File: src/rtl/or_approx_pkg.sv
// Shared types and constants for the sequential
// approximate 8x8 multiplier built from or_4x4.
package or_approx_pkg;

  typedef enum logic [1:0] {
    IDLE = 2'd0,
    CALC = 2'd1,
    DONE = 2'd2
  } state_t;

  localparam int NIB_W   = 4;
  localparam int N_STEPS = 4;

  // left shift applied to each sub-product: {0,4,4,8}
  function automatic logic [3:0] step_shift(
    input logic [1:0] s
  );
    logic [3:0] r;
    unique case (s)
      2'd0:    r = 4'd0;
      2'd1:    r = 4'd4;
      2'd2:    r = 4'd4;
      default: r = 4'd8;
    endcase
    return r;
  endfunction

endpackage

File: src/rtl/or_approx_8x8_seq_or_4x4.sv
// Approximate 4x4 multiplier: partial-product
// columns are ORed and product bit 7 is forced high.
module or_4x4
  import or_approx_pkg::*;
(
  input  logic [NIB_W-1:0]   x,
  input  logic [NIB_W-1:0]   y,
  output logic [2*NIB_W-1:0] p
);

  // OR the shifted partial-product rows together
  always_comb begin
    p = '0;
    for (int i = 0; i < NIB_W; i++) begin
      if (y[i]) begin
        p = p | ({{NIB_W{1'b0}}, x} << i);
      end
    end
    p[2*NIB_W-1] = 1'b1;
  end

endmodule

File: src/rtl/or_approx_8x8_seq.sv
// Sequential approximate 8x8 multiplier: four
// or_4x4 sub-products, one per cycle, accumulated.
module or_approx_8x8_seq
  import or_approx_pkg::*;
#(
  parameter int OUT_W = 16
) (
  input  logic             clk,
  input  logic             rst,
  input  logic             in_valid,
  output logic             in_ready,
  input  logic [7:0]       a,
  input  logic [7:0]       b,
  output logic             out_valid,
  input  logic             out_ready,
  output logic [OUT_W-1:0] p,
  output logic             ovf,
  output logic             busy
);

  localparam int SUM_W = OUT_W + 1;

  state_t             state;
  logic [1:0]         step;
  logic [7:0]         a_q;
  logic [7:0]         b_q;
  logic [OUT_W-1:0]   acc;
  logic               ovf_q;

  logic [NIB_W-1:0]   nib_x;
  logic [NIB_W-1:0]   nib_y;
  logic [2*NIB_W-1:0] sub_p;
  logic [SUM_W-1:0]   addend;
  logic [SUM_W-1:0]   sum;
  logic               accept;

  assign in_ready  = (state == IDLE) ||
                     ((state == DONE) && out_ready);
  assign out_valid = (state == DONE);
  assign busy      = (state == CALC);
  assign p         = acc;
  assign ovf       = ovf_q;
  assign accept    = in_valid && in_ready;

  // pick the nibble pair for the current step
  always_comb begin
    nib_x = a_q[3:0];
    nib_y = b_q[3:0];
    unique case (step)
      2'd0: begin
        nib_x = a_q[3:0];
        nib_y = b_q[3:0];
      end
      2'd1: begin
        nib_x = a_q[7:4];
        nib_y = b_q[3:0];
      end
      2'd2: begin
        nib_x = a_q[3:0];
        nib_y = b_q[7:4];
      end
      default: begin
        nib_x = a_q[7:4];
        nib_y = b_q[7:4];
      end
    endcase
  end

  or_4x4 u_or_4x4 (
    .x (nib_x),
    .y (nib_y),
    .p (sub_p)
  );

  // exact add, one bit wider so the carry is visible
  always_comb begin
    addend = SUM_W'(sub_p) << step_shift(step);
    sum    = {1'b0, acc} + addend;
  end

  // control FSM with accumulator and sticky carry
  always_ff @(posedge clk) begin
    if (rst) begin
      state <= IDLE;
      step  <= 2'd0;
      a_q   <= 8'd0;
      b_q   <= 8'd0;
      acc   <= '0;
      ovf_q <= 1'b0;
    end else if (accept) begin
      a_q   <= a;
      b_q   <= b;
      acc   <= '0;
      ovf_q <= 1'b0;
      step  <= 2'd0;
      state <= CALC;
    end else begin
      unique case (state)
        CALC: begin
          acc   <= sum[OUT_W-1:0];
          ovf_q <= ovf_q | sum[OUT_W];
          step  <= step + 2'd1;
          if (step == 2'(N_STEPS - 1)) begin
            state <= DONE;
          end
        end
        DONE: begin
          if (out_ready) begin
            state <= IDLE;
          end
        end
        IDLE: begin
          state <= IDLE;
        end
        default: begin
          state <= IDLE;
        end
      endcase
    end
  end

endmodule

File: config.mk
export PLATFORM = sky130hd
export DESIGN_NAME = or_approx_8x8_seq
export DESIGN_NICKNAME = d
export VERILOG_FILES = /design/src/rtl/or_approx_pkg.sv /design/src/rtl/or_approx_8x8_seq_or_4x4.sv /design/src/rtl/or_approx_8x8_seq.sv
export SDC_FILE = /design/constraint.sdc
export NUM_CORES = 1
export LEC_CHECK = 0
export ABC_CLOCK_PERIOD_IN_PS = 7700
export CORE_MARGIN = 5
export CORE_UTILIZATION = 58
export DETAILED_ROUTE_END_ITERATION = 8
export GPL_TIMING_DRIVEN = 0
export PLACE_DENSITY = 0.95
export SETUP_SLACK_MARGIN = 0.05
export SKIP_CTS_REPAIR_TIMING = 1
export SYNTH_ARGS = -nofsm -noshare
export SYNTH_HDL_FRONTEND = slang
export SYNTH_SLANG_ARGS = --single-unit
File: constraint.sdc
create_clock -name clk -period 7.7 [get_ports clk]
set_input_delay 1.925 -clock clk [delete_from_list [all_inputs] [get_ports clk]]
set_output_delay 1.925 -clock clk [all_outputs]
set_load 0.01 [all_outputs]
==> impl_metrics.tcl <==
set metrics [dict create \
    tightest_slew_ns 0.6182 \
    r2r_slack_ns 3.78 \
    num-fill-cells 295 \
    hold_path.class "register to register" \
    cts_tree "yes" \
    yosysUniqueCellTypes 47 \
    antenna_found_initial 0 \
    gp_congestion 0.9743 \
    fin_nets 392 \
    rsz0062_at_grt "false" \
    clk_pin_slew_ns 0.07 \
    yosys_warnings 0 \
    cts_buffers 5 \
    vias 2452 \
    tns_ns 0 \
    final_cell_mix "clkdlybuf4s50_1 (39), nor2_1 (37), dfxtp_1 (37)" \
    setup-violations-final 0 \
    cts_sinks 37 \
    drt_iter0_drc 232 \
    arrival_ns 3.19 \
    die_y_um 75.60 \
    cts_max_level 2 \
    path_max_fanout 3 \
    cts-root-buf "clkbuf_8" \
    skew_ns 0.005990 \
    ant_nets 0 \
    drt-total-wl_um 6472 \
    fin_crit_sh 0.6638 \
    hold_slack_ns 0.4799 \
    clk_latency_ns 0.30 \
    placementRows 23 \
    grt.overflow.total 0 \
    drive_gt1_frac 0.06250 \
    portBuffers 39 \
    ys_seq_elements 37 \
    syn-num-nets 346 \
    critPathRequiredTime_ns 5.78 \
    async_flop_share 0 \
    end_kind "output pin" \
    synth_top_flop_cell "dfxtp_1" \
    antenna_cells 0 \
    synth_area_mm2 0.002496 \
    clockBufferDepth 2 \
    initial_core_util 0.6108 \
    wire_per_inst_um 16.10 \
    drt_pass1_iterations 6 \
    multiInputGateArea_mm2 0.001674 \
    relSlewSlack 0.5878 \
    fin_crit_ns 5.111 \
    syn_inst 305 \
    syn-mean-instance-area_um2 8.184 \
    grt_max_degree 13 \
    finalMaxSlewViolations 0 \
    io_pins 40 \
    hold_violations 0 \
    criticalPathCategory "primary input to output pin" \
    grt_first_pass_wirelength_um 10610 \
    grt_pass1_vias 2390 \
    maxCapViolations 0 \
    grtUsageTotal 0.2432 \
    critPathLaunchType "primary input" \
    final_common_cell "clkdlybuf4s50_1" \
    synth-edff-count 0 \
    p_per_area_mw_per_mm2 159.8 \
    core_mm2 0.004086 \
    hpwl_um 4843 \
    die_w_um 75.60 \
    power.leakage_nw 1.268 \
    viasPerCell 6.100 \
    synth_seq_area_share 0.2967 \
    failed_checks "design-rule violations" \
    drc_errors 1 \
    area_growth_pct 23.51 \
    status "finished, violations left" \
    dieArea_mm2 0.005715 \
    fmax_ghz 0.1957 \
    ir_drop_mv 0.1246 \
    register_area_um2 740.7 \
]
## path summary, 6_finish.rpt
kind,end,startpoint,depth (start not counted)
max,in_ready,out_ready,4
min,p[2],p[2],2
min reg2reg,p[2],p[2],2
max reg2reg,p[13],step[0],14
## synth_stat cells, drive strengths merged (6+ instances only)
master / instances / area share
nand2: 29 / 0.044
nor2: 37 / 0.056
nand2b: 6 / 0.016
xnor2: 6 / 0.021
dfxtp: 37 / 0.30
and3: 7 / 0.018
mux2i: 27 / 0.11
a21oi: 25 / 0.052
clkbuf: 10 / 0.015
inv: 7 / 0.011
nand3: 8 / 0.016
nor3: 6 / 0.012
ha: 20 / 0.10
o22ai: 7 / 0.018
o21ai: 16 / 0.032
## area by class of cell
cell class | count | share of cell area
Clock inverter | 3 | 0.02110
Sequential cell | 37 | 0.2403
Timing Repair Buffer | 39 | 0.1266
Clock buffer | 5 | 0.02232
Tap cell | 50 | 0.02029
Inverter | 7 | 0.008523
Multi-Input combinational cell | 248 | 0.5430
Buffer | 13 | 0.01786
## worst max-delay path, stage by stage
cell and delay [ns]:
clkdlybuf4s50_1 0.45, and2b_1 0.19, nor2_1 0.08, clkdlybuf4s50_1 0.54
## flip-flops by register name, summed over array words and instances (netlist names)
signal  cells
p          16
a_q         8
b_q         8
state       2
step        2
ovf         1
## report_power, final
group	internal (mW)	total, mW	switching, mW
Combinational	0.0378	0.0853	0.0475
Sequential	0.199	0.205	0.00564
Clock	0.129	0.202	0.0737
## per-layer routing
| metal | global-route usage | part of all wire | up-vias |
|---|---|---|---|
| met2 | 0.4391 | 0.50 | 108 |
| li1 | - | - | 1182 |
| met4 | 0.1301 | 0.040 | 0 |
| met3 | 0.04354 | 0.061 | 30 |
| met1 | 0.2688 | 0.40 | 1132 |
| met5 | 0 | 0 | - |
## per-stage QoR
step / std cells / area, um^2 / utilization / setup WS (ns) / power (mW)
3_5_place_dp: 394 / 2949 / 0.7217 / 2.580 / 0.2928
3_3_place_gp: 394 / 2949 / 0.7217 / 2.586 / 0.2884
6_report: 402 / 3083 / 0.7544 / 2.589 / 0.4928
4_1_cts: 402 / 3083 / 0.7544 / 2.578 / 0.4937
5_1_grt: 402 / 3083 / 0.7544 / 2.529 / 0.5090
2_1_floorplan: 305 / 2496 / - / 3.507 / 0.2619
## cells by family after synthesis
kind of cell    Yosys count  synth area share
compound gates           74            0.1980
xor+xnor                  9           0.03158
fa+ha+maj                21            0.1083
buf+inv                  20           0.03259
flops                    37            0.2967
mux                      27            0.1083
simple gates            117            0.2246
(Power assumes the default switching activity.)
